**config.mk**
```make
export PLATFORM = sky130hd
export DESIGN_NAME = down_counter_timer
export DESIGN_NICKNAME = d
export VERILOG_FILES = /design/src/rtl/counters_pkg.sv /design/src/rtl/tick_prescaler.sv /design/src/rtl/down_counter_timer.sv
export SDC_FILE = /design/constraint.sdc
export NUM_CORES = 1
export LEC_CHECK = 0
export CAP_MARGIN = 20
export CORE_UTILIZATION = 54
export CTS_BUF_LIST = sky130_fd_sc_hd__clkbuf_16
export CTS_CLUSTER_DIAMETER = 60
export DETAILED_ROUTE_END_ITERATION = 16
export HOLD_SLACK_MARGIN = 0.1
export PLACE_DENSITY = 0.83
export SYNTH_ARGS = -nofsm -noshare
export SYNTH_HDL_FRONTEND = slang
export SYNTH_HIERARCHICAL = 1
export SYNTH_SLANG_ARGS = --single-unit
export TNS_END_PERCENT = 30
```
**constraint.sdc**
```tcl
create_clock -name clk -period 6.15 [get_ports clk]
set_input_delay 0.9225 -clock clk [delete_from_list [all_inputs] [get_ports clk]]
set_output_delay 0.9225 -clock clk [all_outputs]
set_load 0.05 [all_outputs]
```
**src/rtl/counters_pkg.sv**
```systemverilog
// Shared definitions for the counter/timer building blocks.
package counters_pkg;

    typedef enum logic [1:0] {
        IDLE = 2'd0,
        RUN  = 2'd1,
        HOLD = 2'd2,
        DONE = 2'd3
    } timer_state_e;

endpackage

```
**src/rtl/tick_prescaler.sv**
```systemverilog
// Divides enabled clock cycles into one tick every PRESCALE cycles.
// With PRESCALE=1 every enabled cycle is a tick and no counter exists.
module tick_prescaler #(
    parameter int PRESCALE = 1
) (
    input  logic clk,
    input  logic rst_n,
    input  logic en,
    input  logic clr,
    output logic tick
);

    generate
        if (PRESCALE == 1) begin : g_bypass
            logic unused_inputs;
            assign unused_inputs = ^{clk, rst_n, clr};
            assign tick = en;
        end else begin : g_count
            localparam int CW = $clog2(PRESCALE);
            localparam logic [CW-1:0] LAST = CW'(PRESCALE - 1);

            logic [CW-1:0] cnt_q, cnt_d;

            assign tick = en && (cnt_q == LAST);

            // NOTE: always_comb assigns every output a default first so no latch is inferred.
            always_comb begin
                cnt_d = cnt_q;
                if (clr) begin
                    cnt_d = '0;
                end else if (en) begin
                    cnt_d = tick ? '0 : cnt_q + 1'b1;
                end
            end

            // NOTE: sequential state uses non-blocking assignments so all flops update together.
            always_ff @(posedge clk) begin
                if (!rst_n) begin
                    cnt_q <= '0;
                end else begin
                    cnt_q <= cnt_d;
                end
            end
        end
    endgenerate

endmodule

```
**src/rtl/down_counter_timer.sv**
```systemverilog
// Loadable down-counting interval timer with prescaler, one-shot or
// auto-reload operation and a registered terminal-count pulse.
module down_counter_timer
    import counters_pkg::*;
#(
    parameter int WIDTH    = 8,
    parameter int PRESCALE = 1
) (
    input  logic             clk,
    input  logic             rst_n,
    input  logic             load,
    input  logic [WIDTH-1:0] load_val,
    input  logic             start,
    input  logic             stop,
    input  logic             auto_reload,
    output logic [WIDTH-1:0] count,
    output logic             busy,
    output logic             done,
    output logic             tc
);

    timer_state_e     state_q, state_d;
    logic [WIDTH-1:0] count_q, count_d;
    logic [WIDTH-1:0] reload_q, reload_d;
    logic             tc_q, tc_d;
    logic             pre_en, pre_clr, tick;
    logic             go;

    // stop outranks start in every state, and load outranks both.
    assign go     = start && !stop && !load;
    assign pre_en = (state_q == RUN) && !load && !stop;

    tick_prescaler #(.PRESCALE(PRESCALE)) u_prescaler (
        .clk  (clk),
        .rst_n(rst_n),
        .en   (pre_en),
        .clr  (pre_clr),
        .tick (tick)
    );

    always_comb begin
        state_d  = state_q;
        count_d  = count_q;
        reload_d = reload_q;
        tc_d     = 1'b0;
        pre_clr  = 1'b0;

        if (load) begin
            count_d  = load_val;
            reload_d = load_val;
            pre_clr  = 1'b1;
            state_d  = IDLE;
        end else begin
            unique case (state_q)
                IDLE: begin
                    if (go && count_q != '0) begin
                        pre_clr = 1'b1;
                        state_d = RUN;
                    end
                end
                RUN: begin
                    if (stop) begin
                        state_d = HOLD;
                    end else if (tick) begin
                        if (count_q > WIDTH'(1)) begin
                            count_d = count_q - WIDTH'(1);
                        end else begin
                            tc_d = 1'b1;
                            if (auto_reload) begin
                                count_d = reload_q;
                            end else begin
                                count_d = '0;
                                state_d = DONE;
                            end
                        end
                    end
                end
                HOLD: begin
                    if (go) begin
                        state_d = RUN;
                    end
                end
                DONE: begin
                    if (go && reload_q != '0) begin
                        count_d = reload_q;
                        pre_clr = 1'b1;
                        state_d = RUN;
                    end
                end
                default: state_d = IDLE;
            endcase
        end
    end

    always_ff @(posedge clk) begin
        if (!rst_n) begin
            state_q  <= IDLE;
            count_q  <= '0;
            reload_q <= '0;
            tc_q     <= 1'b0;
        end else begin
            state_q  <= state_d;
            count_q  <= count_d;
            reload_q <= reload_d;
            tc_q     <= tc_d;
        end
    end

    assign count = count_q;
    assign busy  = (state_q == RUN);
    assign done  = (state_q == DONE);
    assign tc    = tc_q;

endmodule

```
-- Yosys cells after proc, flatten, opt, wreduce, memory -nomap -nowiden
Cells that the tools add are included.
- register bits: 19
- word-level logic and storage cells: 53
- input bits: 14
- bitwise gates (word level): 3
- muxes and demuxes: 16
- $lt $le $gt $ge: 1
- reduce and logical (&&, ||, !) cells: 16
- $add $sub $neg: 1
- equal/unequal tests: 12
- operators with widths (operator ; number):
    2-to-1 mux 8 bit ; 6
    one-hot mux 8 bit (2 select lines) ; 1
    nonzero test 8 bit ; 2
    2-to-1 mux 2 bit ; 7
    != test 3 x 2 -> 1 bit, second input constant ; 3
    != test 3 bit, second input constant ; 3
    > comparator 8 x 1 -> 1 bit, second input constant ; 1
    one-hot mux 2 bit (4 select lines) ; 1
    subtractor 8 x 1 -> 8 bit, second input constant ; 1
    logical AND 1 bit ; 6
    AND reduction 6 bit ; 1
    OR reduction 5 bit ; 1
    == test 2 bit, second input constant ; 2
    != test 2 bit, second input constant ; 2
    AND reduction 4 bit ; 1
    inverter 1 bit ; 3
    nonzero test 3 bit ; 1
    == test 2 x 1 -> 1 bit, second input constant ; 1
    zero test 1 bit ; 2
    zero test 2 bit ; 1
    != test 2 x 1 -> 1 bit, second input constant ; 1
    OR reduction 2 bit ; 1
    2-to-1 mux 1 bit ; 1

-- Depth between registers and ports, before layout
Gate-level depths: netlist (run 1).
- depth after elaboration: 7
- mapped depth: 11
- depth with buffers taken out: 9

-- Hierarchy
The synthesis (run 1) kept the hierarchy.
- modules (own cells, without submodules) (module ; cells an instance ; times used ; seq. area each (um^2) ; area an instance (um^2)):
    down_counter_timer ; 142 ; 1 ; 380.4 ; 1244.9
    tick_prescaler ; 1 ; 1 ; 0.0 ; 7.5

-- Worst setup path before layout (run 1)
OpenSTA, ideal clock, no wires.
- path kind: input to register
- from: input load
- to: register count_q[4], in the netlist count[4]
- required time: 6031 ps
- stages: 8
- arrival time: 2326 ps
- slack: 3706 ps
- buffers on the path: 3
- cells stage by stage: clkbuf_1 -> nor2b_1 -> buf_4 -> mux2i_1 -> nor3_1 -> a311o_1 -> buf_6 -> o221a_1
- cells in the longest elaborated chain, start to end: 5
- elaborated cells between the ends (all ways): 11
- ends and longest elaborated chain (item ; line ; source):
    from (decl) ; down_counter_timer.sv:11 ; input logic load,
    zero test 1 bit ; down_counter_timer.sv:31 ; assign pre_en = (state_q == RUN) && !load && !stop;
    logical AND 1 bit (2 in series) ; down_counter_timer.sv:31 ;
    via pre_en ; down_counter_timer.sv:26 ; logic pre_en, pre_clr, tick;
    != test 3 x 2 -> 1 bit (no source line) ; - ;
    AND reduction 4 bit (no source line) ; - ;
    to (signal assigned) ; down_counter_timer.sv:103 ; count_q <= count_d;
    to (decl) ; down_counter_timer.sv:23 ; logic [WIDTH-1:0] count_q, count_d;
The timed path passes the listed nets, and every way through them passes these cells.
A chain may end at the register's enable or synchronous reset.

-- Worst setup path in the final report (run 1)
- from: input load
- to: register count_q[5], in the netlist count[5]
Same word-level chain as after synthesis.

==> report_table.html, run 1 <==
<table>
<tr><th>Metric</th><th>Value</th></tr>
<tr><th colspan="2">Clocking</th></tr>
<tr><td>Maximum count of clock buffers along a single path</td><td>2</td></tr>
<tr><td>Count of buffers added by post-CTS timing repair for setup</td><td>0</td></tr>
<tr><td>Post_cts resized</td><td>0</td></tr>
<tr><td>CTS H-tree depth</td><td>1</td></tr>
<tr><td>Clock transition time at the flip-flop clock pins of the worst setup and hold paths</td><td>60 ps</td></tr>
<tr><td>Hold-fix buffer count after cts</td><td>0</td></tr>
<tr><td>Inserted Clock Buffers</td><td>3</td></tr>
<tr><td>Latest clock arrival within the worst-skew pair</td><td>250 ps</td></tr>
<tr><td>Count of clock tree sinks</td><td>19</td></tr>
<tr><td>CTS tree</td><td>done</td></tr>
<tr><td>Clock tree root buffer cell</td><td>sky130_fd_sc_hd__clkbuf_16</td></tr>
<tr><th colspan="2">Worst hold path</th></tr>
<tr><td>Hold WC Path Type</td><td>register to register</td></tr>
<tr><th colspan="2">Pwr</th></tr>
<tr><td>Peak VDD IR</td><td>0.2318 mV</td></tr>
<tr><td>Leak</td><td>0.6048 nW</td></tr>
<tr><td>Pwr/cell area</td><td>241.8 nW/um^2</td></tr>
<tr><th colspan="2">STA</th></tr>
<tr><td>Slew Limit Headroom</td><td>0.4674</td></tr>
<tr><td># setup viols final</td><td>0</td></tr>
<tr><td>Sum of negative setup slack</td><td>0 ps</td></tr>
<tr><td>Crit path time final</td><td>3295 ps</td></tr>
<tr><td>Endpoints failing hold</td><td>0</td></tr>
<tr><td>Worst Tran Pin Value</td><td>796.5 ps</td></tr>
<tr><td>RSZ-0062 raised after global routing</td><td>false</td></tr>
<tr><td>Maximum frequency from static timing analysis</td><td>303.5 MHz</td></tr>
<tr><td>Final worst path period share</td><td>0.5358</td></tr>
<tr><td>Worst hold slack after final layout</td><td>527.6 ps</td></tr>
<tr><td>Post-layout worst setup margin</td><td>2855 ps</td></tr>
<tr><td>Max-slew violation total from the final report</td><td>0</td></tr>
<tr><td>Worst Clk Skew</td><td>2.859 ps</td></tr>
<tr><th colspan="2">Cells and area</th></tr>
<tr><td>Flip-flop and latch area</td><td>380.4 sq um</td></tr>
<tr><td>Net count, final</td><td>185</td></tr>
<tr><td>Antenna Cells</td><td>0</td></tr>
<tr><td>Fill count</td><td>142</td></tr>
<tr><td>Area added between synthesis and finish</td><td>25.78%</td></tr>
<tr><td>Fraction of final layout cells with drive strength greater than 1</td><td>0.04908</td></tr>
<tr><td>Post-Route Utilization</td><td>0.7549</td></tr>
<tr><td>Area of the multi-input gates</td><td>800.8 sq um</td></tr>
<tr><th colspan="2">Placement</th></tr>
<tr><td>Worst slack at placement</td><td>2748 ps</td></tr>
<tr><td>Count of buffers from port buffering</td><td>24</td></tr>
<tr><td>Final RePlAce weighted congestion</td><td>0.8696</td></tr>
<tr><td>Post-detail-place hpwl</td><td>1955 um</td></tr>
<tr><th colspan="2">Synth</th></tr>
<tr><td>Post-synth net total</td><td>162</td></tr>
<tr><td>Post-Synthesis Cell Area</td><td>1237 sq um</td></tr>
<tr><td>Total number of yosys warnings</td><td>6</td></tr>
<tr><td>Post-synthesis area per instance</td><td>8.776 sq um</td></tr>
<tr><td>Number of standard cells after synthesis</td><td>141</td></tr>
<tr><th colspan="2">Run status</th></tr>
<tr><td>Status</td><td>complete, no violations</td></tr>
<tr><th colspan="2">Detailed routing</th></tr>
<tr><td>Via total after detailed routing</td><td>1,159</td></tr>
<tr><td>Detailed-route wire length</td><td>3006 um</td></tr>
<tr><td>Via/cell ratio</td><td>6.100</td></tr>
<tr><td>Count of antenna-violating nets left after detailed routing</td><td>0</td></tr>
<tr><td>Average wire per cell in the routed design</td><td>15.82 um</td></tr>
<tr><td>Starting DRC count in detailed routing</td><td>28</td></tr>
<tr><td>Number of design rule violations left after detail routing</td><td>0</td></tr>
<tr><td>First-pass DRT Iterations</td><td>4</td></tr>
<tr><th colspan="2">Critical path</th></tr>
<tr><td>CP startpoint kind</td><td>input pin</td></tr>
<tr><td>Longest individual stage delay on the worst path</td><td>830 ps</td></tr>
<tr><td>Worst Path Arrival</td><td>3440 ps</td></tr>
<tr><td>Slowest cell on the critical path</td><td>sky130_fd_sc_hd__clkdlybuf4s50_1</td></tr>
<tr><td>Buf+Inv Stages, Crit Path</td><td>1</td></tr>
<tr><td>WS Path Type</td><td>input pin to register</td></tr>
<tr><td>Required time at the worst-slack endpoint</td><td>6290 ps</td></tr>
<tr><td>Type of element capturing the critical path</td><td>register</td></tr>
<tr><td>Cells along the critical path</td><td>clkdlybuf4s50_1 &gt; nor2b_1 &gt; mux2i_1 &gt; nor3_1 &gt; a311o_1 &gt; o2111ai_1 &gt; o211a_1</td></tr>
<tr><td>Cell family with the largest share of critical-path delay</td><td>compound AO/OA/AOI/OAI gates</td></tr>
<tr><td>Largest fanout on the critical path</td><td>25</td></tr>
<tr><th colspan="2">Global routing</th></tr>
<tr><td>Via count of the first global-routing pass</td><td>1,107</td></tr>
<tr><td>First-pass GRT wire length</td><td>5050 um</td></tr>
<tr><td>Total gr overflow</td><td>0</td></tr>
<tr><td>Initial antenna violation count</td><td>0</td></tr>
<tr><td>Overall Global Routing Usage</td><td>0.2713</td></tr>
<tr><td>Pin count of the biggest net entering global routing</td><td>26</td></tr>
<tr><th colspan="2">Floorplan</th></tr>
<tr><td>I/O pin total</td><td>25</td></tr>
<tr><td>Initial Util</td><td>0.6001</td></tr>
<tr><td>Standard-cell rows</td><td>16</td></tr>
<tr><td>Chip height</td><td>49.87 um</td></tr>
<tr><td>Area of the die</td><td>2487 sq um</td></tr>
<tr><td>Die W</td><td>49.87 um</td></tr>
<tr><td>Placeable core region</td><td>2062 sq um</td></tr>
<tr><th colspan="2">Run</th></tr>
<tr><td>Max capacitance violation total</td><td>0</td></tr>
</table>
==> path summary, 6_finish.rpt <==
| path | from | to | slack, ps | cells after the start |
|---|---|---|---|---|
| hold / removal | reload_q[5] | reload_q[5] | 530 | 2 |
| setup / recovery | load | count[5] | 2860 | 7 |
| hold reg to reg | reload_q[5] | reload_q[5] | 530 | 2 |
| setup reg to reg | state_q[1] | count[5] | 3550 | 9 |
==> metrics by stage <==
| step | area [sq um] | power [mW] | std cells |
|---|---|---|---|
| floorplan | 1237 | 0.2115 | 141 |
| global placement | 1478 | 0.2386 | 186 |
| detailed placement | 1478 | 0.2406 | 186 |
| CTS | 1556 | 0.3761 | 190 |
| global route | 1556 | 0.3891 | 190 |
| finish | 1556 | 0.3763 | 190 |
==> metal layers <==
metal | global-route usage | part of all wire | vias to the layer above
met5 | 0 | 0 | -
met2 | 0.4482 | 0.48 | 57
met3 | 0.06790 | 0.061 | 8
met1 | 0.3277 | 0.43 | 538
met4 | 0.1238 | 0.021 | 0
li1 | - | - | 556
==> registers in the layout, indices dropped and copies added (netlist names) <==
register  flops
tc            1
state_q       2
reload_q      8
count         8
==> layout make-up <==
cell class,instances,area share
inverters,6,0.01447
clock inverters,1,0.002412
multi-input cells,110,0.5145
repair buffers,24,0.1543
well taps,27,0.02170
flip-flops and latches,19,0.2444
clock buffers,3,0.04823
==> tightest hold or removal path: stages (launching register included) <==
cell and delay (ps):
sky130_fd_sc_hd__dfxtp_1 340, sky130_fd_sc_hd__nand2b_1 80, sky130_fd_sc_hd__a21boi_1 60
==> cell usage in the layout, fill, tap and decap left out, types with 2 or more instances in the layout <==
master,instances
sky130_fd_sc_hd__nor3_1,2
sky130_fd_sc_hd__a21oi_1,5
sky130_fd_sc_hd__a31oi_1,2
sky130_fd_sc_hd__o21ai_0,5
sky130_fd_sc_hd__a21boi_1,7
sky130_fd_sc_hd__nand3_1,4
sky130_fd_sc_hd__nor3b_1,2
sky130_fd_sc_hd__nor2b_1,7
sky130_fd_sc_hd__mux2i_1,2
sky130_fd_sc_hd__clkdlybuf4s50_1,24
sky130_fd_sc_hd__nand2_1,20
sky130_fd_sc_hd__ha_1,7
sky130_fd_sc_hd__clkbuf_16,3
sky130_fd_sc_hd__o211a_1,3
sky130_fd_sc_hd__and3_1,2
sky130_fd_sc_hd__o221a_1,4
sky130_fd_sc_hd__nand2b_1,7
sky130_fd_sc_hd__o2111ai_1,2
sky130_fd_sc_hd__nor4_4,3
sky130_fd_sc_hd__nor2_1,5
sky130_fd_sc_hd__a311o_1,2
sky130_fd_sc_hd__xnor2_1,4
sky130_fd_sc_hd__dfxtp_1,19
sky130_fd_sc_hd__inv_1,7
==> power by group <==
group | total (mW) | leakage [nW] | internal (mW) | switching, mW
Combinational | 0.0983 | 0.406 | 0.0440 | 0.0543
Clock | 0.135 | 0.0423 | 0.0866 | 0.0481
Sequential | 0.143 | 0.157 | 0.131 | 0.0123
Note: power is estimated with default switching activity, not from simulation.
==> run 2: changes to the inputs <==
--- a/config.mk
+++ b/config.mk
@@ -6,12 +6,12 @@
 export NUM_CORES = 1
 export LEC_CHECK = 0
 export CAP_MARGIN = 20
-export CORE_UTILIZATION = 54
+export CORE_UTILIZATION = 51
 export CTS_BUF_LIST = sky130_fd_sc_hd__clkbuf_16
 export CTS_CLUSTER_DIAMETER = 60
 export DETAILED_ROUTE_END_ITERATION = 16
 export HOLD_SLACK_MARGIN = 0.1
-export PLACE_DENSITY = 0.83
+export PLACE_DENSITY = 0.79
 export SYNTH_ARGS = -nofsm -noshare
 export SYNTH_HDL_FRONTEND = slang
 export SYNTH_HIERARCHICAL = 1
==> constraint.sdc (replaced) <==
create_clock -name clk -period 3.1 [get_ports clk]
set_input_delay 0.465 -clock clk [delete_from_list [all_inputs] [get_ports clk]]
set_output_delay 0.465 -clock clk [all_outputs]
set_load 0.05 [all_outputs]
==> run 2 against run 1 <==
Combinational power up 96%. Power increased by 98%. Critical path depth increased by 1. Register-to-register slack got worse by 3000 ps. Utilization is 6.0 points lower. Wire length down 2.2%. Via count down 2.8%. Final cell count grew 1.1%. Flip-flop and latch count stayed put. Non-clock buffer count rose by 1. Sequential share of layout area fell by 0.16 points. Global-route usage fell by 2.3 points. Critical path type unchanged.
==> report_table.html, run 2 (synthesis results as in run 1) <==
<table>
<tr><th>Metric</th><th>Value</th></tr>
<tr><th colspan="2">STA</th></tr>
<tr><td>Final worst path period share</td><td>0.8191</td></tr>
<tr><td>Maximum frequency from static timing analysis</td><td>393.8 MHz</td></tr>
<tr><td>Crit path time final</td><td>2539 ps</td></tr>
<tr><td>Worst Tran Pin Value</td><td>632.1 ps (-164.4 ps)</td></tr>
<tr><td># setup viols final</td><td>0 (unchanged)</td></tr>
<tr><td>Sum of negative setup slack</td><td>0 ps (unchanged)</td></tr>
<tr><td>Max-slew violation total from the final report</td><td>0 (unchanged)</td></tr>
<tr><td>Worst Clk Skew</td><td>1.257 ps (-1.602 ps)</td></tr>
<tr><td>Worst hold slack after final layout</td><td>518.1 ps (-9.456 ps)</td></tr>
<tr><td>Slew Limit Headroom</td><td>0.5773 (+0.1099)</td></tr>
<tr><td>RSZ-0062 raised after global routing</td><td>false</td></tr>
<tr><td>Endpoints failing hold</td><td>0 (unchanged)</td></tr>
<tr><th colspan="2">Floorplan</th></tr>
<tr><td>Placeable core region</td><td>2255 sq um (+9.3%)</td></tr>
<tr><td>Standard-cell rows</td><td>17 (+1)</td></tr>
<tr><td>Area of the die</td><td>2627 sq um (+5.6%)</td></tr>
<tr><td>Chip height</td><td>51.26 um (+2.8%)</td></tr>
<tr><td>I/O pin total</td><td>25 (unchanged)</td></tr>
<tr><td>Initial Util</td><td>0.5488 (-0.05129)</td></tr>
<tr><td>Die W</td><td>51.26 um (+2.8%)</td></tr>
<tr><th colspan="2">Cells and area</th></tr>
<tr><td>Net count, final</td><td>186 (+0.54%)</td></tr>
<tr><td>Flip-flop and latch area</td><td>380.4 sq um (unchanged)</td></tr>
<tr><td>Leading cell type in the layout, fill and taps excluded</td><td>sky130_fd_sc_hd__clkdlybuf4s50_1</td></tr>
<tr><td>Commonest cells after routing, fill and taps aside</td><td>sky130_fd_sc_hd__clkdlybuf4s50_1 (24), sky130_fd_sc_hd__nand2_1 (20), sky130_fd_sc_hd__dfxtp_1 (19)</td></tr>
<tr><td>Antenna Cells</td><td>0 (unchanged)</td></tr>
<tr><td>Area added between synthesis and finish</td><td>26.59%</td></tr>
<tr><td>Post-Route Utilization</td><td>0.6948 (-0.06007)</td></tr>
<tr><td>Area of the multi-input gates</td><td>800.8 sq um (unchanged)</td></tr>
<tr><td>Fraction of final layout cells with drive strength greater than 1</td><td>0.06098 (+0.01190)</td></tr>
<tr><td>Fill count</td><td>209 (+47%)</td></tr>
<tr><th colspan="2">Clocking</th></tr>
<tr><td>CTS H-tree depth</td><td>1 (unchanged)</td></tr>
<tr><td>Post_cts resized</td><td>0 (unchanged)</td></tr>
<tr><td>Maximum count of clock buffers along a single path</td><td>2 (unchanged)</td></tr>
<tr><td>Clock tree root buffer cell</td><td>sky130_fd_sc_hd__clkbuf_16</td></tr>
<tr><td>CTS tree</td><td>done</td></tr>
<tr><td>Count of clock tree sinks</td><td>19 (unchanged)</td></tr>
<tr><td>Inserted Clock Buffers</td><td>3 (unchanged)</td></tr>
<tr><td>Latest clock arrival within the worst-skew pair</td><td>250 ps (about the same)</td></tr>
<tr><td>Hold-fix buffer count after cts</td><td>0 (unchanged)</td></tr>
<tr><td>Clock transition time at the flip-flop clock pins of the worst setup and hold paths</td><td>50 ps (about the same)</td></tr>
<tr><td>Count of buffers added by post-CTS timing repair for setup</td><td>0 (unchanged)</td></tr>
<tr><th colspan="2">Placement</th></tr>
<tr><td>Final RePlAce weighted congestion</td><td>0.7834 (-9.9%)</td></tr>
<tr><td>Post-detail-place hpwl</td><td>2143 um (+9.6%)</td></tr>
<tr><td>Count of buffers from port buffering</td><td>24 (unchanged)</td></tr>
<tr><th colspan="2">Detailed routing</th></tr>
<tr><td>Via/cell ratio</td><td>5.870 (-3.8%)</td></tr>
<tr><td>Starting DRC count in detailed routing</td><td>21 (-25%)</td></tr>
<tr><td>Via total after detailed routing</td><td>1,127 (-2.8%)</td></tr>
<tr><td>Count of antenna-violating nets left after detailed routing</td><td>0 (unchanged)</td></tr>
<tr><td>Detailed-route wire length</td><td>2941 um (-2.2%)</td></tr>
<tr><td>First-pass DRT Iterations</td><td>4 (unchanged)</td></tr>
<tr><td>Average wire per cell in the routed design</td><td>15.32 um (-3.2%)</td></tr>
<tr><td>Number of design rule violations left after detail routing</td><td>0 (unchanged)</td></tr>
<tr><th colspan="2">Pwr</th></tr>
<tr><td>Pwr/cell area</td><td>476.1 nW/um^2 (+97%)</td></tr>
<tr><td>Leak</td><td>0.6081 nW (+0.56%)</td></tr>
<tr><td>Final Power</td><td>0.7458 mW (+98%)</td></tr>
<tr><td>Peak VDD IR</td><td>0.3689 mV (+59%)</td></tr>
<tr><th colspan="2">Critical path</th></tr>
<tr><td>CP endpoint</td><td>count[5]</td></tr>
<tr><td>Worst r2r src</td><td>state_q[1]</td></tr>
<tr><td>Crit path depth</td><td>8 (+1)</td></tr>
<tr><td>Reg-to-reg endpoint</td><td>count[5]</td></tr>
<tr><td>Type of element capturing the critical path</td><td>register</td></tr>
<tr><td>Cells along the critical path</td><td>clkdlybuf4s50_1 &gt; nor2b_1 &gt; nor2b_1 &gt; mux2i_1 &gt; nor3_1 &gt; a311o_1 &gt; o2111ai_1 &gt; o211a_1</td></tr>
<tr><td>Worst Path Arrival</td><td>2690 ps (-750 ps)</td></tr>
<tr><td>CP startpoint kind</td><td>input pin</td></tr>
<tr><td>FF-to-FF setup slack</td><td>570 ps (-2980 ps)</td></tr>
<tr><td>R2R cell count</td><td>9 (unchanged)</td></tr>
<tr><td>Crit path from</td><td>stop</td></tr>
<tr><td>Cell family with the largest share of critical-path delay</td><td>compound AO/OA/AOI/OAI gates</td></tr>
<tr><td>Buf+Inv Stages, Crit Path</td><td>1 (unchanged)</td></tr>
<tr><td>Largest fanout on the critical path</td><td>14 (-44%)</td></tr>
<tr><td>Required time at the worst-slack endpoint</td><td>3250 ps (-3040 ps)</td></tr>
<tr><td>Longest individual stage delay on the worst path</td><td>510 ps (-320 ps)</td></tr>
<tr><td>Slowest cell on the critical path</td><td>sky130_fd_sc_hd__a311o_1</td></tr>
<tr><td>WS Path Type</td><td>input pin to register</td></tr>
<tr><td>Worst path most repeated cell</td><td>sky130_fd_sc_hd__nor2b_1</td></tr>
<tr><th colspan="2">Run</th></tr>
<tr><td>Max capacitance violation total</td><td>0 (unchanged)</td></tr>
<tr><th colspan="2">Global routing</th></tr>
<tr><td>Pin count of the biggest net entering global routing</td><td>20 (-23%)</td></tr>
<tr><td>First-pass GRT wire length</td><td>4726 um (-6.4%)</td></tr>
<tr><td>Total gr overflow</td><td>0 (unchanged)</td></tr>
<tr><td>Via count of the first global-routing pass</td><td>1,069 (-3.4%)</td></tr>
<tr><td>Overall Global Routing Usage</td><td>0.2486 (-0.02271)</td></tr>
<tr><td>Initial antenna violation count</td><td>0 (unchanged)</td></tr>
<tr><th colspan="2">Run status</th></tr>
<tr><td>Status</td><td>complete, no violations</td></tr>
<tr><th colspan="2">Worst hold path</th></tr>
<tr><td>Hold WC Path Type</td><td>register to register</td></tr>
</table>
## run 2: changes by cell type in the layout (fill, tap and decap cells not counted), sizes merged
cell	before	now
clkinv	0	1
buf	0	1
inv	7	6
## run 2: worst reg2reg max path: cells and delay by family (launching register included)
kind / cells / cell delay, ps
muxes: 1 / 130
AOI/OAI and AO/OA: 3 / 900
and+or+nand+nor: 3 / 720
buffers and inverters: 1 / 90
adders and majority gates: 1 / 250
DFF: 1 / 330
## run 2: worst min path at each step
stage / depth (start not counted) / slack, ps / endpoint / start
after floorplan: 2 / 490 / state_q[1] / state_q[1]
after global routing: 2 / 540 / reload_q[6] / reload_q[6]
final: 2 / 520 / state_q[1] / state_q[1]
after CTS: 2 / 520 / state_q[1] / state_q[1]
after global placement: 2 / 500 / state_q[1] / state_q[1]
after detailed placement: 2 / 510 / state_q[1] / state_q[1]
## run 2: metal layers
metal	up-vias	track usage	routed length, um
li1	559	-	-
met1	527	0.3052	1334
met2	34	0.4211	1422
met3	7	0.04464	118
met4	0	0.1081	65
met5	-	0	0
## run 2: layout make-up
cell class,count,share of cell area
multi-input cells,110,0.5112
clock inverters,1,0.003195
clock buffers,3,0.04792
well taps,28,0.02236
repair buffers,25,0.1581
inverters,6,0.01438
flip-flops and latches,19,0.2428
## run 2: through the flow
| stage | cell area [sq um] | instances | setup WS (ps) |
|---|---|---|---|
| 2_1_floorplan | 1237 | 141 | 679.5 |
| 3_3_place_gp | 1486 | 188 | 537.9 |
| 3_5_place_dp | 1486 | 188 | 339.4 |
| 4_1_cts | 1567 | 192 | 606.4 |
| 5_1_grt | 1567 | 192 | 339.8 |
| 6_report | 1567 | 192 | 560.8 |
## run 2: power breakdown
group	internal, mW	switching, mW
sequential	0.260	0.0245
clock	0.173	0.0949
combinational	0.0877	0.106
total	0.521	0.225
